`src/rtl/timer_unit_if.sv`:
```
// Bus bundle for timer_unit: programming strobe, interval request and
// expiry pulse. Optional status signals appear when TIMER_STATUS_EN is defined.
interface timer_unit_if;
   logic       Prog_Sync;
   logic [1:0] Time_Param_Selector;
   logic [3:0] Time_Value;
   logic [1:0] interval;
   logic       start_timer;
   logic       expired;
`ifdef TIMER_STATUS_EN
   logic       busy;
   logic [4:0] remaining;
`endif

   modport master (
      output Prog_Sync,
      output Time_Param_Selector,
      output Time_Value,
      output interval,
      output start_timer,
`ifdef TIMER_STATUS_EN
      input  busy,
      input  remaining,
`endif
      input  expired
   );

   modport slave (
      input  Prog_Sync,
      input  Time_Param_Selector,
      input  Time_Value,
      input  interval,
      input  start_timer,
`ifdef TIMER_STATUS_EN
      output busy,
      output remaining,
`endif
      output expired
   );
endinterface

```
`src/rtl/timer_unit.sv`:
```
// timer_unit: programmable seconds timer for the traffic-light controller.
// Three 4-bit durations (tBASE, tEXT, tYEL) are programmable; an interval
// request loads a countdown that ticks once per CLK_DIV clocks and emits a
// one-cycle expired pulse when it reaches zero.
// Optional macro TIMER_STATUS_EN adds busy/remaining outputs for the display.
module timer_unit #(
   parameter int CLK_DIV   = 100000000,
   parameter int TBASE_DEF = 6,
   parameter int TEXT_DEF  = 3,
   parameter int TYEL_DEF  = 2
) (
   input  logic         clk,
   input  logic         Reset,
   timer_unit_if.slave  bus
);

   localparam int            PW        = $clog2(CLK_DIV);
   localparam logic [PW-1:0] PRESC_MAX = PW'(CLK_DIV - 1);
   localparam logic [3:0]    TBASE_RST = 4'(TBASE_DEF);
   localparam logic [3:0]    TEXT_RST  = 4'(TEXT_DEF);
   localparam logic [3:0]    TYEL_RST  = 4'(TYEL_DEF);

   typedef enum logic {IDLE, RUN} state_t;

   state_t        r_state, w_state_nx;
   logic [3:0]    r_tbase, r_text, r_tyel;
   logic [3:0]    w_tbase_nx, w_text_nx, w_tyel_nx;
   logic [4:0]    r_count, w_count_nx;
   logic [4:0]    w_dur;
   logic [PW-1:0] r_presc, w_presc_nx;
   logic          r_expired, w_expired_nx;

   // A programmed zero would mean a zero-length interval; substitute the default.
   function automatic logic [3:0] f_prog_val(input logic [3:0] val, input logic [3:0] def);
      return (val == 4'd0) ? def : val;
   endfunction

   // Next parameter values; the duration below sees these so a write and a
   // start in the same cycle use the freshly written value.
   always_comb begin
      w_tbase_nx = r_tbase;
      w_text_nx  = r_text;
      w_tyel_nx  = r_tyel;
      if (bus.Prog_Sync) begin
         case (bus.Time_Param_Selector)
            2'b00:   w_tbase_nx = f_prog_val(bus.Time_Value, TBASE_RST);
            2'b01:   w_text_nx  = f_prog_val(bus.Time_Value, TEXT_RST);
            2'b10:   w_tyel_nx  = f_prog_val(bus.Time_Value, TYEL_RST);
            default: ;
         endcase
      end
   end

   // Resolve the requested interval to a 5-bit duration (2*tBASE fits, max 30).
   always_comb begin
      case (bus.interval)
         2'b00:   w_dur = {1'b0, w_tbase_nx};
         2'b01:   w_dur = {1'b0, w_text_nx};
         2'b10:   w_dur = {1'b0, w_tyel_nx};
         default: w_dur = {w_tbase_nx, 1'b0};
      endcase
   end

   // Parameter registers.
   always_ff @(posedge clk or posedge Reset) begin
      if (Reset) begin
         r_tbase <= TBASE_RST;
         r_text  <= TEXT_RST;
         r_tyel  <= TYEL_RST;
      end else begin
         r_tbase <= w_tbase_nx;
         r_text  <= w_text_nx;
         r_tyel  <= w_tyel_nx;
      end
   end

   // Countdown state register.
   always_ff @(posedge clk or posedge Reset) begin
      if (Reset) begin
         r_state   <= IDLE;
         r_count   <= 5'd0;
         r_presc   <= '0;
         r_expired <= 1'b0;
      end else begin
         r_state   <= w_state_nx;
         r_count   <= w_count_nx;
         r_presc   <= w_presc_nx;
         r_expired <= w_expired_nx;
      end
   end

   // Next-state logic: start beats abort, abort beats counting.
   always_comb begin
      w_state_nx   = r_state;
      w_count_nx   = r_count;
      w_presc_nx   = r_presc;
      w_expired_nx = 1'b0;
      if (bus.start_timer) begin
         w_state_nx = RUN;
         w_count_nx = w_dur;
         w_presc_nx = '0;
      end else if (bus.Prog_Sync) begin
         w_state_nx = IDLE;
         w_count_nx = 5'd0;
         w_presc_nx = '0;
      end else if (r_state == RUN) begin
         if (r_presc == PRESC_MAX) begin
            w_presc_nx = '0;
            w_count_nx = r_count - 5'd1;
            if (r_count == 5'd1) begin
               w_expired_nx = 1'b1;
               w_state_nx   = IDLE;
            end
         end else begin
            w_presc_nx = r_presc + PW'(1);
         end
      end
   end

   assign bus.expired = r_expired;

`ifdef TIMER_STATUS_EN
   assign bus.busy      = (r_state == RUN);
   assign bus.remaining = (r_state == RUN) ? r_count : 5'd0;
`endif

endmodule

```
`src/flat_wrapper.sv`:
```
// flat-port wrapper written by rule: the top's interface ports become plain ports
module timer_unit_flat 
#(
   parameter int CLK_DIV   = 100000000,
   parameter int TBASE_DEF = 6,
   parameter int TEXT_DEF  = 3,
   parameter int TYEL_DEF  = 2
)
  (clk, Reset, bus_Prog_Sync, bus_Time_Param_Selector, bus_Time_Value, bus_interval, bus_start_timer, bus_expired);
  timer_unit_if bus_i ();
  input  logic clk;
  input  logic Reset;
  input wire logic [$bits(bus_i.Prog_Sync)-1:0] bus_Prog_Sync;
  input wire logic [$bits(bus_i.Time_Param_Selector)-1:0] bus_Time_Param_Selector;
  input wire logic [$bits(bus_i.Time_Value)-1:0] bus_Time_Value;
  input wire logic [$bits(bus_i.interval)-1:0] bus_interval;
  input wire logic [$bits(bus_i.start_timer)-1:0] bus_start_timer;
  output wire logic [$bits(bus_i.expired)-1:0] bus_expired;
  assign bus_i.Prog_Sync = bus_Prog_Sync;
  assign bus_i.Time_Param_Selector = bus_Time_Param_Selector;
  assign bus_i.Time_Value = bus_Time_Value;
  assign bus_i.interval = bus_interval;
  assign bus_i.start_timer = bus_start_timer;
  assign bus_expired = bus_i.expired;
  timer_unit #(.CLK_DIV(CLK_DIV), .TBASE_DEF(TBASE_DEF), .TEXT_DEF(TEXT_DEF), .TYEL_DEF(TYEL_DEF)) u_core (.clk(clk), .Reset(Reset), .bus(bus_i));
endmodule
```
`config.mk`:
```
export PLATFORM = sky130hd
export DESIGN_NAME = timer_unit_flat
export DESIGN_NICKNAME = d
export VERILOG_FILES = /design/src/rtl/timer_unit_if.sv /design/src/rtl/timer_unit.sv /design/src/flat_wrapper.sv
export SDC_FILE = /design/constraint.sdc
export NUM_CORES = 1
export LEC_CHECK = 0
export BUFFER_PORTS_ARGS = -buffer_cell sky130_fd_sc_hd__clkbuf_2
export CORE_MARGIN = 2
export CORE_UTILIZATION = 50
export CTS_CLUSTER_SIZE = 14
export DETAILED_ROUTE_END_ITERATION = 7
export PLACE_DENSITY_LB_ADDON = 0.2
export REMOVE_ABC_BUFFERS = 1
export SYNTH_ARGS = -nofsm -noshare
export SYNTH_HDL_FRONTEND = slang
export SYNTH_SLANG_ARGS = --single-unit
```
`constraint.sdc`:
```
create_clock -name clk -period 3.75 [get_ports clk]
set_input_delay 0.75 -clock clk [delete_from_list [all_inputs] [get_ports clk]]
set_output_delay 0.75 -clock clk [all_outputs]
set_load 0.02 [all_outputs]
```
Word-level counts from Yosys, hierarchy flattened:

Cells that the tools add are included.
Widths: inputs -> output; s select.

* eq/ne operators: 6
* reductions and logical operators: 6
* add/subtract/negate cells: 2
* muxes and demuxes: 28

Operators with widths (count)
* $mux 27: 4
* $mux 4: 9
* $add 27x1->27 const B: 1
* $eq 27x27->1 const B: 1
* $mux 5: 4
* $pmux 5 s3: 1
* $mux 1: 10
* $reduce_bool 3->1: 2
* $eq 5x1->1 const B: 1
* $sub 5x1->5 const B: 1
* $eq 2x1->1 const B: 2
* $eq 2x2->1 const B: 2
* $logic_not 2->1: 2
* $logic_not 4->1: 1
* $reduce_and 2->1: 1

* bits in registers: 46
* output and inout bits: 1
* input port bits: 12

Depth between registers and ports, before layout:

* depth in word-level cells: 6
* depth in mapped cells: 7
* gate-level depth less buffers: 7

Worst setup path after synthesis:

Ideal clock, no wire load.

* path type: input to register
* start point: input bus_Prog_Sync
* end point: register u_core.r_count[1]
* data arrival time: 2104 ps
* data required time: 3616 ps
* setup time: 134 ps
* path buffers: 1
* stages on the path: 7
* slack: 1512 ps
* cells stage by stage: buf_4 -> or3b_4 -> mux2i_1 -> inv_1 -> mux4_2 -> nand2_1 -> o311ai_1

* longest elaborated chain between the ends: 3

RTL lines
* start: declaration: RTL line flat_wrapper.sv:13 `input wire logic [$bits(bus_i.Prog_Sync)-1:0] bus_Prog_Sync;`
* $mux 4: RTL line timer_unit.sv:44 `if (bus.Prog_Sync) begin`
* via u_core.w_tbase_nx[0]: RTL line timer_unit.sv:27 `logic [3:0] w_tbase_nx, w_text_nx, w_tyel_nx;`
* $pmux 5 s3: RTL line timer_unit.sv:56 `case (bus.interval)`
* $mux 5: RTL line timer_unit.sv:98 `if (bus.start_timer) begin`
* end signal: assignment: RTL line timer_unit.sv:86 `r_count <= w_count_nx;`
* end: declaration: RTL line timer_unit.sv:28 `logic [4:0] r_count, w_count_nx;`

The timed path passes the listed nets, and every way through them passes these cells.
A chain may end at the register's enable or synchronous reset.

Worst setup path in the final report:

* start point: register u_core.r_presc[11]
* end point: register u_core.r_count[0]

* longest elaborated chain between the ends: 3

RTL lines
* start: declaration: RTL line timer_unit.sv:30 `logic [PW-1:0] r_presc, w_presc_nx;`
* start signal: assignment: RTL line timer_unit.sv:87 `r_presc <= w_presc_nx;`
* $eq 27x27->1: RTL line timer_unit.sv:107 `if (r_presc == PRESC_MAX) begin`
* $reduce_bool 3->1 (no source line)
* $reduce_and 2->1 (no source line)

No other way between the ends.

==> metrics.txt <==
Starting Density 0.5208; drt pass-1 iters 4; DRT Wirelength 4758 um; fin crit period 2279 ps; final net count 277; outcome complete, no violations; global-route wire length before repair 8079 um; Slew @ Worst Pin 938.5 ps; DR vias/cell 5.488; share of cells above drive strength 1 0.1559; Syn Inst Count 251; P per Cell Area 395.3 nW/um^2; TritonCTS Buffers 5; grt ovf 0; final std cells w/o fill 330; Inst Count DP 322; initial antenna violation count 0; clock latency on the worst-skew pair 300 ps; largest net degree at the start of global routing 47; worst hold path class reg2reg; Setup TNS Final 0 ps; Slew Limit Fails 0; vias in the first global route 1737; #FFs+latches synth 46; CTS max path bufs 2; # fillers 414; Final Skew 11.27 ps; Post-Synthesis Cell Area 2460 um^2; Routed WL per cell 14.42 um; Via Count 1811; CP Class reg2reg; Die W 74.14 um; Placer Congestion 0.7951; final core occ 0.5664; YS warnings 0; Max Cap Viol 0; Die ar. 5497 um^2; # DRC 0; fin area 2675 um^2; pre-CTS setup slack 1178 ps; diode count 0; hold-fix buffers at CTS 0; max_slew headroom 0.3734; Core Rows 25; leakage 1.095 nW; EDFF count, synth 0; Critical Path Fanout Max 27; post_cts resized 0; total power 1.057 mW; Fin. Hold Viols 0; Critical Path AT 2510 ps; clk sinks 46; startpoint types flop; Seq/Total Area, Yosys 0.4705; Avg Cell Area, Syn 9.800 um^2; Max Fclk 0.4389 GHz; critical path required time 3980 ps; synth unique cells 52; ys async rst share 1.000; detailed placement HPWL 3335 um; WHS 506.2 ps; First DRT Iteration DRCs 125; setup bufs post-CTS 0; Tot GR Track Use 0.1970; element type at the critical path end flop; Die Ht 74.14 um; Port Buffers 12; final setup fails 0; peak supply drop 192.4 uV; fin crit share 0.6076; core area 4723 um^2; synthesis-to-layout area growth 8.749%; Main synth FF type dfrtp_1; area post-placement 2565 um^2; TritonCTS clock tree done; Root Buffer clkbuf_8; H-tree depth 2; Final ANT Viol Nets 0; RSZ-0062 raised after global routing false; worst setup margin 1471 ps; I/O Pins 13; Reg clk slew, reported paths 90 ps
-- where the power goes --
part / leakage [nW] / internal [mW] / switching (mW)
clock network: 0.0514 / 0.199 / 0.173
logic: 0.444 / 0.0543 / 0.0752
registers: 0.600 / 0.535 / 0.0216
total: 1.10 / 0.788 / 0.269
-- worst max-delay path, cell delays in order (launching register included) --
cell and delay [ps]:
dfrtp_1 440, or4_4 560, nor4_4 290, nand4_4 200, nand2_2 470, nor2_1 90
a41oi_1 170
-- layout make-up --
| type | instances | area, um^2 | share of cell area |
|---|---|---|---|
| Clock buffer | 6 | 72.57 | 0.02713 |
| Timing Repair Buffer | 12 | 60.06 | 0.02245 |
| Tap cell | 67 | 83.83 | 0.03134 |
| Multi-Input combinational cell | 188 | 1230 | 0.4598 |
| Sequential cell | 46 | 1157 | 0.4326 |
| Clock inverter | 2 | 37.54 | 0.01403 |
| Inverter | 9 | 33.78 | 0.01263 |
-- state kept, by name (all words and copies together) (netlist names) --
| signal | cells |
|---|---|
| u_core.r_text | 4 |
| u_core.r_presc | 27 |
| u_core.r_tyel | 4 |
| u_core.bus.expired | 1 |
| u_core.r_count | 5 |
| u_core.r_state | 1 |
| u_core.r_tbase | 4 |
-- synth_stat cells (all sizes together), types with 2 or more instances --
cell | count | area (um^2)
dfrtp | 41 | 1026
nor2 | 34 | 127.6
nand2 | 24 | 92.59
nand3 | 18 | 90.09
xnor2 | 15 | 131.4
xor2 | 10 | 87.58
o21ai | 9 | 45.04
and3 | 8 | 50.05
inv | 8 | 30.03
a21oi | 7 | 35.03
nor3 | 7 | 35.03
buf | 5 | 27.53
dfstp | 5 | 131.4
mux2 | 5 | 56.30
or3 | 5 | 31.28
nand4 | 4 | 40.04
clkbuf | 3 | 11.26
ha | 3 | 37.54
mux2i | 3 | 30.03
nand2b | 3 | 18.77
nand3b | 3 | 22.52
nor3b | 3 | 27.52
nor4 | 3 | 48.80
nand4b | 2 | 17.52
o21bai | 2 | 15.01
o311ai | 2 | 17.52
or3b | 2 | 20.02
-- per-layer routing --
layer | vias up | routed length [um] | track usage | share of wire
met3 | 10 | 120 | 0.04065 | 0.025
met2 | 24 | 2190 | 0.3165 | 0.46
met5 | - | 0 | 0 | 0
met4 | 0 | 121 | 0.08889 | 0.025
li1 | 899 | - | - | -
met1 | 878 | 2327 | 0.2578 | 0.49
-- cells in the final DEF, fill, tap and decap left out, drive strengths merged, types with 2 or more instances in the layout --
| cell type | Yosys | layout |
|---|---|---|
| nor4 | 3 | 3 |
| nand3b | 3 | 3 |
| nand4b | 2 | 2 |
| o311ai | 2 | 2 |
| dfstp | 5 | 5 |
| mux2i | 3 | 3 |
| o21bai | 2 | 2 |
| and3 | 8 | 8 |
| inv | 8 | 8 |
| nand3 | 18 | 18 |
| nand2b | 3 | 3 |
| or3 | 5 | 5 |
| ha | 3 | 3 |
| a21oi | 7 | 7 |
| clkbuf | 3 | 18 |
| nor3b | 3 | 3 |
| xor2 | 10 | 10 |
| nor2 | 34 | 34 |
| dfrtp | 41 | 41 |
| nand2 | 24 | 24 |
| nor3 | 7 | 7 |
| mux2 | 5 | 5 |
| or3b | 2 | 2 |
| nand4 | 4 | 4 |
| o21ai | 9 | 9 |
| xnor2 | 15 | 15 |
-- final timing paths --
path,start,end,slack (ps),cells past startpoint
worst min-delay path,u_core.r_tyel[3],u_core.r_tyel[3],510,1
worst max register to register,u_core.r_presc[11],u_core.r_count[0],1470,6
min in group asynchronous,Reset,u_core.r_tyel[3],630,2
worst max-delay path,u_core.r_presc[11],u_core.r_count[0],1470,6
max in group asynchronous,Reset,u_core.r_presc[13],2510,2
worst min register to register,u_core.r_tyel[3],u_core.r_tyel[3],510,1
-- cells by family after synthesis --
family | synth area share
and+or+nand+nor | 0.2813
DFF | 0.4705
AOI/OAI and AO/OA | 0.07020
xor gates and xnor gates | 0.08901
buffers and inverters | 0.02950
muxes | 0.04425
adders and majority gates | 0.01526
No activity file was read; power rests on OpenSTA's default activity.
